--- config.mk ---
export PLATFORM = sky130hd
export DESIGN_NAME = pc_fetch_unit
export DESIGN_NICKNAME = d
export VERILOG_FILES = /design/src/rtl/pc_fetch_unit.sv
export SDC_FILE = /design/constraint.sdc
export NUM_CORES = 1
export LEC_CHECK = 0
export CORE_MARGIN = 10
export CORE_UTILIZATION = 42
export CTS_CLUSTER_SIZE = 8
export DETAILED_ROUTE_END_ITERATION = 8
export PLACE_DENSITY = 0.77
export SYNTH_ARGS = -nofsm -noshare
export SYNTH_HDL_FRONTEND = slang
export SYNTH_SLANG_ARGS = --single-unit
--- constraint.sdc ---
create_clock -name clk -period 4.1 [get_ports clk]
set_input_delay 1.025 -clock clk [delete_from_list [all_inputs] [get_ports clk]]
set_output_delay 1.025 -clock clk [all_outputs]
set_load 0.02 [all_outputs]
--- src/rtl/pc_fetch_unit.sv ---
// Program counter and single-outstanding instruction fetch unit.
// Fetches from imem over req/gnt/rvalid and commits next-PC when decode accepts.
module pc_fetch_unit #(
  parameter logic [31:0] RESET_PC      = 32'h0000_3000,
  parameter logic [31:0] INST_CNT_INIT = 32'h0000_0000
) (
  input  logic        clk,
  input  logic        rst,
  input  logic [31:0] npc_i,
  output logic        imem_req,
  output logic [31:0] imem_addr,
  input  logic        imem_gnt,
  input  logic        imem_rvalid,
  input  logic [31:0] imem_rdata,
  output logic [31:0] inst_o,
  output logic        inst_valid_o,
  input  logic        id_ready_i,
  output logic [31:0] pc_o,
  output logic [31:0] inst_cnt_o,
  output logic        fault_o
);

  localparam logic [2:0] IDLE  = 3'd0;
  localparam logic [2:0] REQ   = 3'd1;
  localparam logic [2:0] WAIT  = 3'd2;
  localparam logic [2:0] HOLD  = 3'd3;
  localparam logic [2:0] FAULT = 3'd4;

  logic [2:0]  state;
  logic [31:0] pc_q;
  logic [31:0] inst_q;
  logic [31:0] cnt_q;
  logic        fault_q;

  // inst_valid_o is decoded from HOLD rather than kept as a separate flop;
  // it is set on capture and cleared on accept exactly as HOLD is entered/left.
  always_comb begin
    imem_req     = (state == REQ);
    inst_valid_o = (state == HOLD);
  end

  assign imem_addr  = pc_q;
  assign pc_o       = pc_q;
  assign inst_o     = inst_q;
  assign inst_cnt_o = cnt_q;
  assign fault_o    = fault_q;

  always_ff @(posedge clk or posedge rst) begin
    if (rst) begin
      state   <= IDLE;
      pc_q    <= RESET_PC;
      inst_q  <= '0;
      cnt_q   <= INST_CNT_INIT;
      fault_q <= 1'b0;
    end else begin
      case (state)
        IDLE: state <= REQ;
        REQ: begin
          if (imem_gnt) state <= WAIT;
        end
        WAIT: begin
          if (imem_rvalid) begin
            inst_q <= imem_rdata;
            state  <= HOLD;
          end
        end
        HOLD: begin
          if (id_ready_i) begin
            cnt_q <= cnt_q + 32'd1;
            // A misaligned target still retires the current instruction.
            if (npc_i[1:0] == 2'b00) begin
              pc_q  <= npc_i;
              state <= REQ;
            end else begin
              fault_q <= 1'b1;
              state   <= FAULT;
            end
          end
        end
        FAULT: state <= FAULT;
        default: state <= IDLE;
      endcase
    end
  end

endmodule

Yosys cells after proc, flatten, opt, wreduce, memory -nomap -nowiden
Cells that the tools add are included.
{ "totals": {"regBits": 100, "in_bits": 69, "out_inout_bits": 131, "word_cells": 26} }
{ "op_classes": {"eq_ne": 7, "n_bitwise": 1, "reduce_logical": 7, "mux": 5, "addsub": 1} }
{ "ops": {"columns": ["operator", "count"], "rows": [
  ["32-bit by 1-bit adder with 32-bit output, second input constant", 1],
  ["3-bit one-hot mux with 5 select lines", 1],
  ["3-bit 2-to-1 mux", 4],
  ["3-bit AND reduction", 3],
  ["3-bit by 2-bit equality test with 1-bit output, second input constant", 2],
  ["2-bit by 1-bit != test with 1-bit output, second input constant", 2],
  ["2-bit AND reduction", 2],
  ["3-bit by 1-bit equality test with 1-bit output, second input constant", 1],
  ["3-bit equality test, second input constant", 1],
  ["3-bit zero test", 1],
  ["2-bit zero test", 1],
  ["2-bit != test, second input constant", 1],
  ["1-bit inverter", 1]
]} }

Longest topological paths before layout
Gate-level depths: netlist (run 1).
{ "depth": {"word_depth": 4, "depth_mapped": 6, "mapped_depth_nobuf": 5} }

Least setup slack after synthesis (run 1)
OpenSTA, ideal clock, no wires.
{ "synth_path": {"path_type": "input to register", "startpoint": "input port id_ready_i", "endpoint": "register pc_q[2], in the netlist imem_addr[2]", "t_arrival_ps": 2018, "setup_time_ps": 125, "cell_stages": 5, "n_path_buf": 2, "setup_slack_ps": 1957, "t_required_ps": 3975, "path_cell_list": "nand4b_4 > or3_1 > buf_6 > buf_6 > mux2_4"} }
{ "synth_via": {"elab_chain_len": 1} }
{ "synth_rtl": {"columns": ["item", "line_no", "rtl"], "rows": [
  ["start: declaration", "17", "input logic id_ready_i,"],
  ["3-bit AND reduction (no source line)", null, null],
  ["end signal: assignment", "72", "pc_q <= npc_i;"],
  ["end: declaration", "30", "logic [31:0] pc_q;"]
]} }
No other way between the ends.
A chain may end at the register's enable or synchronous reset.

Final worst setup path (run 1)
{ "layout_path": {"startpoint": "register state[0]", "endpoint": "output port imem_req"} }
{ "layout_via": {"elab_chain_len": 1} }
{ "layout_rtl": {"columns": ["item", "line_no", "rtl"], "rows": [
  ["start: declaration", "29", "logic [2:0] state;"],
  ["start signal: assignment", "50", "state <= IDLE;"],
  ["start signal: assignment", "57", "IDLE: state <= REQ;"],
  ["start signal: assignment", "59", "if (imem_gnt) state <= WAIT;"],
  ["3-bit by 1-bit equality test with 1-bit output", "38", "imem_req = (state == REQ);"],
  ["end: declaration", "10", "output logic imem_req,"]
]} }
No other way between the ends.

==> results_dict.tcl, run 1 <==
set metrics [dict create \
    status "finished clean" \
    routed_via_density 4.89 \
    clock.fmax_mhz 352 \
    synth-xor-area-share_pct 6.24 \
    fin_ws_ns 1.26 \
    track_usage_pct 15.3 \
    setup_viol 0 \
    ys_top_cells_by_area "dfrtp_1, mux2_2, buf_4" \
    maxCapViolations 0 \
    critPathKind "reg -> out" \
    fin_nets 566 \
    rsz0062_at_grt "no" \
    synth_cells 323 \
    syn_area_um2 4350 \
    whs_path_depth 1 \
    path_clk_slew_ns 0.09 \
    skew_ns 0.0115 \
    io_pins 200 \
    synthAdderAreaFrac_pct 0.288 \
    drive_above_1_share_pct 17.8 \
    yosysMostFrequentCell "dfrtp_1" \
    ys.flop_type "dfrtp_1" \
    p_leak_nw 2.71 \
    postSynth.asyncResetShare_pct 100 \
    numPortBuffers 199 \
    end_kind "output pin" \
    worst_pin_slew_ns 0.907 \
    final-max-slew-violation-count 0 \
    synth_enable_flop_cells 0 \
    die_y_um 122 \
    wl_um 11700 \
    fp.dieW_um 122 \
    synthMuxAreaShare_pct 16.6 \
    finalSetupTns_ns 0 \
    globalplace.congestion 0.835 \
    cp-start-kind "flop" \
    rr_startpoint "inst_cnt_o[5]" \
    cts_htree_levels 3 \
    hold_viol 0 \
    start_util_pct 42.7 \
    min-delay-path-class "reg -> reg" \
    postCtsSetupRepairBufs 0 \
    numCtsBuffers 9 \
    route.detailed.wl_per_inst_um 18.4 \
    cts_resized 0 \
    r2r_cells 4 \
    root_buffer "clkbuf_8" \
    area_delta_synth_final_pct 48.6 \
    grt_pass1_wl_um 17900 \
    first_global_vias 3220 \
    drc 0 \
    synth_top_family_by_area "multiplexers" \
    num_antenna_cells 0 \
    cts_hold_buffers 0 \
    num_vias 3115 \
    min_to "inst_cnt_o[31]" \
    synth_top_area_share_pct 56.4 \
    clkLatencyLatePin_ns 0.36 \
    clock_sinks 100 \
    min_period_ns 2.84 \
    grt_overflow 0 \
    grt_max_degree 59 \
    worstPathMaxFanout 8 \
    r2r_slack_ns 2.15 \
    crit_required_ns 3.07 \
    drtAntennaViolNets 0 \
    cts_buffer_depth 2 \
    synth_area_per_cell_um2 13.5 \
    core.rowCount 37 \
    ys_warn_count 0 \
    ys_ff_latch 100 \
    final_core_util_pct 63.4 \
    synth_nets 393 \
    drtPass1Iterations 4 \
    antenna_found_initial 0 \
    tritoncts "done" \
    power_density_nw_per_um2 691 \
    regToRegEndpoint "inst_cnt_o[28]" \
    num-fill-cells 823 \
    design.die.area_um2 14800 \
    yosys.area.top_type "dfrtp_1" \
    pre_cts_ws_ns 1.25 \
    slew_headroom_pct 39.3 \
    synth_compound_gate_area_share_pct 0.748 \
    peakVddDrop_v 0.000369 \
    fin_crit_sh_pct 69.3 \
    core_area_um2 10200 \
    synth_seq_area_share_pct 57.6 \
    hold_start "inst_cnt_o[31]" \
    synth_top_cells_by_count "dfrtp_1, mux2_2, buf_4, xnor2_1, nand4_1" \
    cp.arrival_ns 1.82 \
    drt-initial-drc-count 145 \
    ys_types 32 \
    synth_simple_gate_area_share_pct 10.2 \
    place_hpwl_um 9190 \
]
==> cells by family after synthesis <==
| kind of cell | after synthesis |
|---|---|
| buf+inv | 49 |
| mux | 62 |
| fa+ha+maj | 1 |
| flops | 100 |
| compound gates | 5 |
| xor+xnor | 31 |
| simple gates | 75 |
==> sequential cells by signal, summed over array words and instances (netlist names) <==
signal / cells
fault_o: 1
state: 3
inst_cnt_o: 32
imem_addr: 32
inst_o: 32
==> critical path, stage by stage, from the launching register on <==
cell	delay [ns]
dfrtp_1	0.57
nand2b_1	0.16
nor2_1	0.11
clkdlybuf4s50_1	0.63
==> power breakdown <==
| group | total [W] | switching [W] | internal (W) | leakage, nW |
|---|---|---|---|---|
| clock network | 0.000728 | 0.000324 | 0.000404 | 0.117 |
| registers | 0.00158 | 0.000256 | 0.00133 | 1.27 |
| logic | 0.00216 | 0.00101 | 0.00115 | 1.33 |
| total | 0.00447 | 0.00159 | 0.00288 | 2.71 |
==> metrics by stage <==
step | hold slack (ns) | std cells | cell area, um^2 | power [W]
3_3_place_gp | 0.454 | 621 | 6230 | 0.00375
5_1_grt | 0.511 | 637 | 6460 | 0.00468
4_1_cts | 0.498 | 637 | 6460 | 0.00452
6_report | 0.487 | 637 | 6460 | 0.00447
3_5_place_dp | 0.478 | 621 | 6230 | 0.00380
2_1_floorplan | 0.533 | 323 | 4350 | 0.00282
==> cells in the final DEF (no fill, tap or decap), drive strengths merged, types with 7 or more instances in the layout <==
cell           synthesis  final
clkbuf                 0     11
dfrtp                 98     98
mux2                  62     62
nand4                 19     19
nand2                 11     11
xnor2                 27     27
nor2                   7      7
nand3                 14     14
clkdlybuf4s50          0    199
==> area by class of cell <==
| class | instances | area (um^2) | area share (%) |
|---|---|---|---|
| clock buffer | 11 | 131 | 2.03 |
| clock inverter | 5 | 100 | 1.55 |
| inverter | 6 | 25.0 | 0.387 |
| multi-input combinational | 174 | 1480 | 22.9 |
| sequential | 100 | 2500 | 38.8 |
| tap | 136 | 170 | 2.63 |
| timing repair buffer | 205 | 2050 | 31.7 |
==> worst max path at each step <==
| stage | startpoint | to | slack, ns |
|---|---|---|---|
| 6_report | state[0] | imem_req | 1.26 |
| 3_5_place_dp | id_ready_i | imem_addr[2] | 1.25 |
| 5_1_grt | state[0] | inst_valid_o | 1.13 |
| 3_3_place_gp | id_ready_i | imem_addr[5] | 1.30 |
| 4_1_cts | state[0] | inst_valid_o | 1.23 |
| 2_1_floorplan | rst | fault_o | 0.46 |
==> per-layer routing <==
layer / vias to the layer above / GRT usage, % / share of wire, %
li1: 1430 / - / -
met1: 1543 / 16.9 / 38
met2: 128 / 26.5 / 51
met3: 14 / 5.04 / 9.0
met4: 0 / 6.11 / 1.6
met5: - / 0 / 0
No activity file was read; power rests on OpenSTA's default activity.
==> run 2, diff against run 1 <==
--- a/config.mk
+++ b/config.mk
@@ -6,10 +6,10 @@
 export NUM_CORES = 1
 export LEC_CHECK = 0
 export CORE_MARGIN = 10
-export CORE_UTILIZATION = 42
+export CORE_UTILIZATION = 38
 export CTS_CLUSTER_SIZE = 8
 export DETAILED_ROUTE_END_ITERATION = 8
-export PLACE_DENSITY = 0.77
+export PLACE_DENSITY = 0.74
 export SYNTH_ARGS = -nofsm -noshare
 export SYNTH_HDL_FRONTEND = slang
 export SYNTH_SLANG_ARGS = --single-unit
==> constraint.sdc (replaced) <==
create_clock -name clk -period 2.5 [get_ports clk]
set_input_delay 0.625 -clock clk [delete_from_list [all_inputs] [get_ports clk]]
set_output_delay 0.625 -clock clk [all_outputs]
set_load 0.02 [all_outputs]
==> results_dict.tcl, run 2 (same netlist as run 1, synthesis figures left out) <==
set metrics [dict create \
    status "finished clean" \
    layout_common_cells "clkdlybuf4s50_1, dfrtp_1, mux2_2, xnor2_1, nand4_1" \
    route.detailed.wl_per_inst_um 18.3 \
    netSwitchingFraction_pct 35.2 \
    postCtsSetupRepairBufs 0 \
    min_period_ns 2.38 \
    numPortBuffers 199 \
    whs_path_depth 1 \
    worstPathMaxFanout 8 \
    rr_startpoint "state[1]" \
    dp_cells 630 \
    clkLatencyLatePin_ns 0.34 \
    hold_viol 0 \
    cts_htree_levels 3 \
    globalplace.congestion 0.811 \
    cts_resized 0 \
    die_y_um 127 \
    cp-start-kind "flop" \
    cp.arrival_ns 1.76 \
    switchingPower_w 0.00266 \
    final_common_cell "clkdlybuf4s50_1" \
    design.die.area_um2 16100 \
    crit_required_ns 1.88 \
    clock_sinks 100 \
    fp.dieW_um 127 \
    drt-initial-drc-count 170 \
    root_buffer "clkbuf_16" \
    end_kind "output pin" \
    p_clk_share_pct 18.5 \
    peakVddDrop_v 0.000824 \
    io_pins 200 \
    r2r_cells 4 \
    drtPass1Iterations 4 \
    slew_headroom_pct 62.5 \
    critPathKind "reg -> out" \
    hold_start "fault_o" \
    min_to "fault_o" \
    core.rowCount 39 \
    core_area_um2 11300 \
    finalSetupTns_ns 0 \
    rsz0062_at_grt "no" \
    min-delay-path-class "reg -> reg" \
    regToRegEndpoint "inst_o[27]" \
    drtAntennaViolNets 0 \
    grt_pass1_wl_um 18900 \
    antenna_found_initial 0 \
    skew_ns 0.00643 \
    path_clk_slew_ns 0.06 \
    setup_viol 0 \
    wl_um 11800 \
    num_vias 3101 \
    routed_via_density 4.80 \
    area_delta_synth_final_pct 51.4 \
    final-max-slew-violation-count 0 \
    p_leak_nw 2.77 \
    drive_above_1_share_pct 18.5 \
    track_usage_pct 14.4 \
    numCtsBuffers 9 \
    power_frac_seq_pct 34.4 \
    drc 0 \
    maxCapViolations 0 \
    num_antenna_cells 0 \
    grt_overflow 0 \
    start_util_pct 38.4 \
    num-fill-cells 970 \
    combinationalPowerShare_pct 47.1 \
    first_global_vias 3369 \
    r2r_slack_ns 0.78 \
    cts_hold_buffers 0 \
    power_density_nw_per_um2 1150 \
    worst_pin_slew_ns 0.558 \
    clock.fmax_mhz 419 \
    place_hpwl_um 9070 \
    fin_nets 568 \
    fin_crit_sh_pct 95.4 \
    tritoncts "done" \
    final_cell_count_no_fill 646 \
    grt_max_degree 101 \
    power_w 0.00755 \
    cts_buffer_depth 2 \
    p_int_w 0.00489 \
]
## run 2: worst max-delay path, cell delays in order, from the launching register on
cell and delay [ns]:
dfrtp_1 0.55, nand2b_1 0.14, nor2_1 0.11, clkdlybuf4s50_1 0.62
## run 2: cell type report
type / count / area, um^2 / share of cell area, %
multi-input cells: 174 / 1480 / 22.5
well taps: 143 / 179 / 2.72
clock buffers: 11 / 253 / 3.84
clock inverters: 5 / 50.0 / 0.760
flip-flops and latches: 100 / 2500 / 38.1
repair buffers: 207 / 2090 / 31.7
inverters: 6 / 26.3 / 0.399
## run 2: through the flow
stage | hold WS, ns | cell area, um^2 | setup slack [ns] | util (%)
floorplan | 0.533 | 4350 | 0.687 | -
global placement | 0.454 | 6280 | 0.227 | 55.5
detailed placement | 0.466 | 6280 | 0.214 | 55.5
CTS | 0.482 | 6580 | 0.0807 | 58.1
global route | 0.503 | 6580 | 0.0118 | 58.1
finish | 0.474 | 6580 | 0.116 | 58.1
## run 2: worst max path at each step
stage,startpoint,endpoint,slack [ns]
after floorplan,rst,fault_o,0.69
after global placement,id_ready_i,imem_addr[6],0.23
after detailed placement,id_ready_i,imem_addr[3],0.21
after CTS,state[0],inst_valid_o,0.08
after global routing,state[0],inst_valid_o,0.01
final,state[0],inst_valid_o,0.12
## run 2: power by group through the flow
stage | sequential [W] | combinational (W) | clock (W)
global route | 0.00268 | 0.00375 | 0.00151
detailed placement | 0.00263 | 0.00361 | 0
CTS | 0.00261 | 0.00362 | 0.00144
global placement | 0.00260 | 0.00356 | 0
finish | 0.00260 | 0.00356 | 0.00140
floorplan | 0.00320 | 0.00142 | 0
## run 2: routing by layer
metal	GRT usage [%]	vias up	share of wire (%)
met4	4.89	0	1.4
met2	24.9	113	51
met5	0	-	0
met3	4.84	12	8.1
li1	-	1441	-
met1	16.4	1535	39
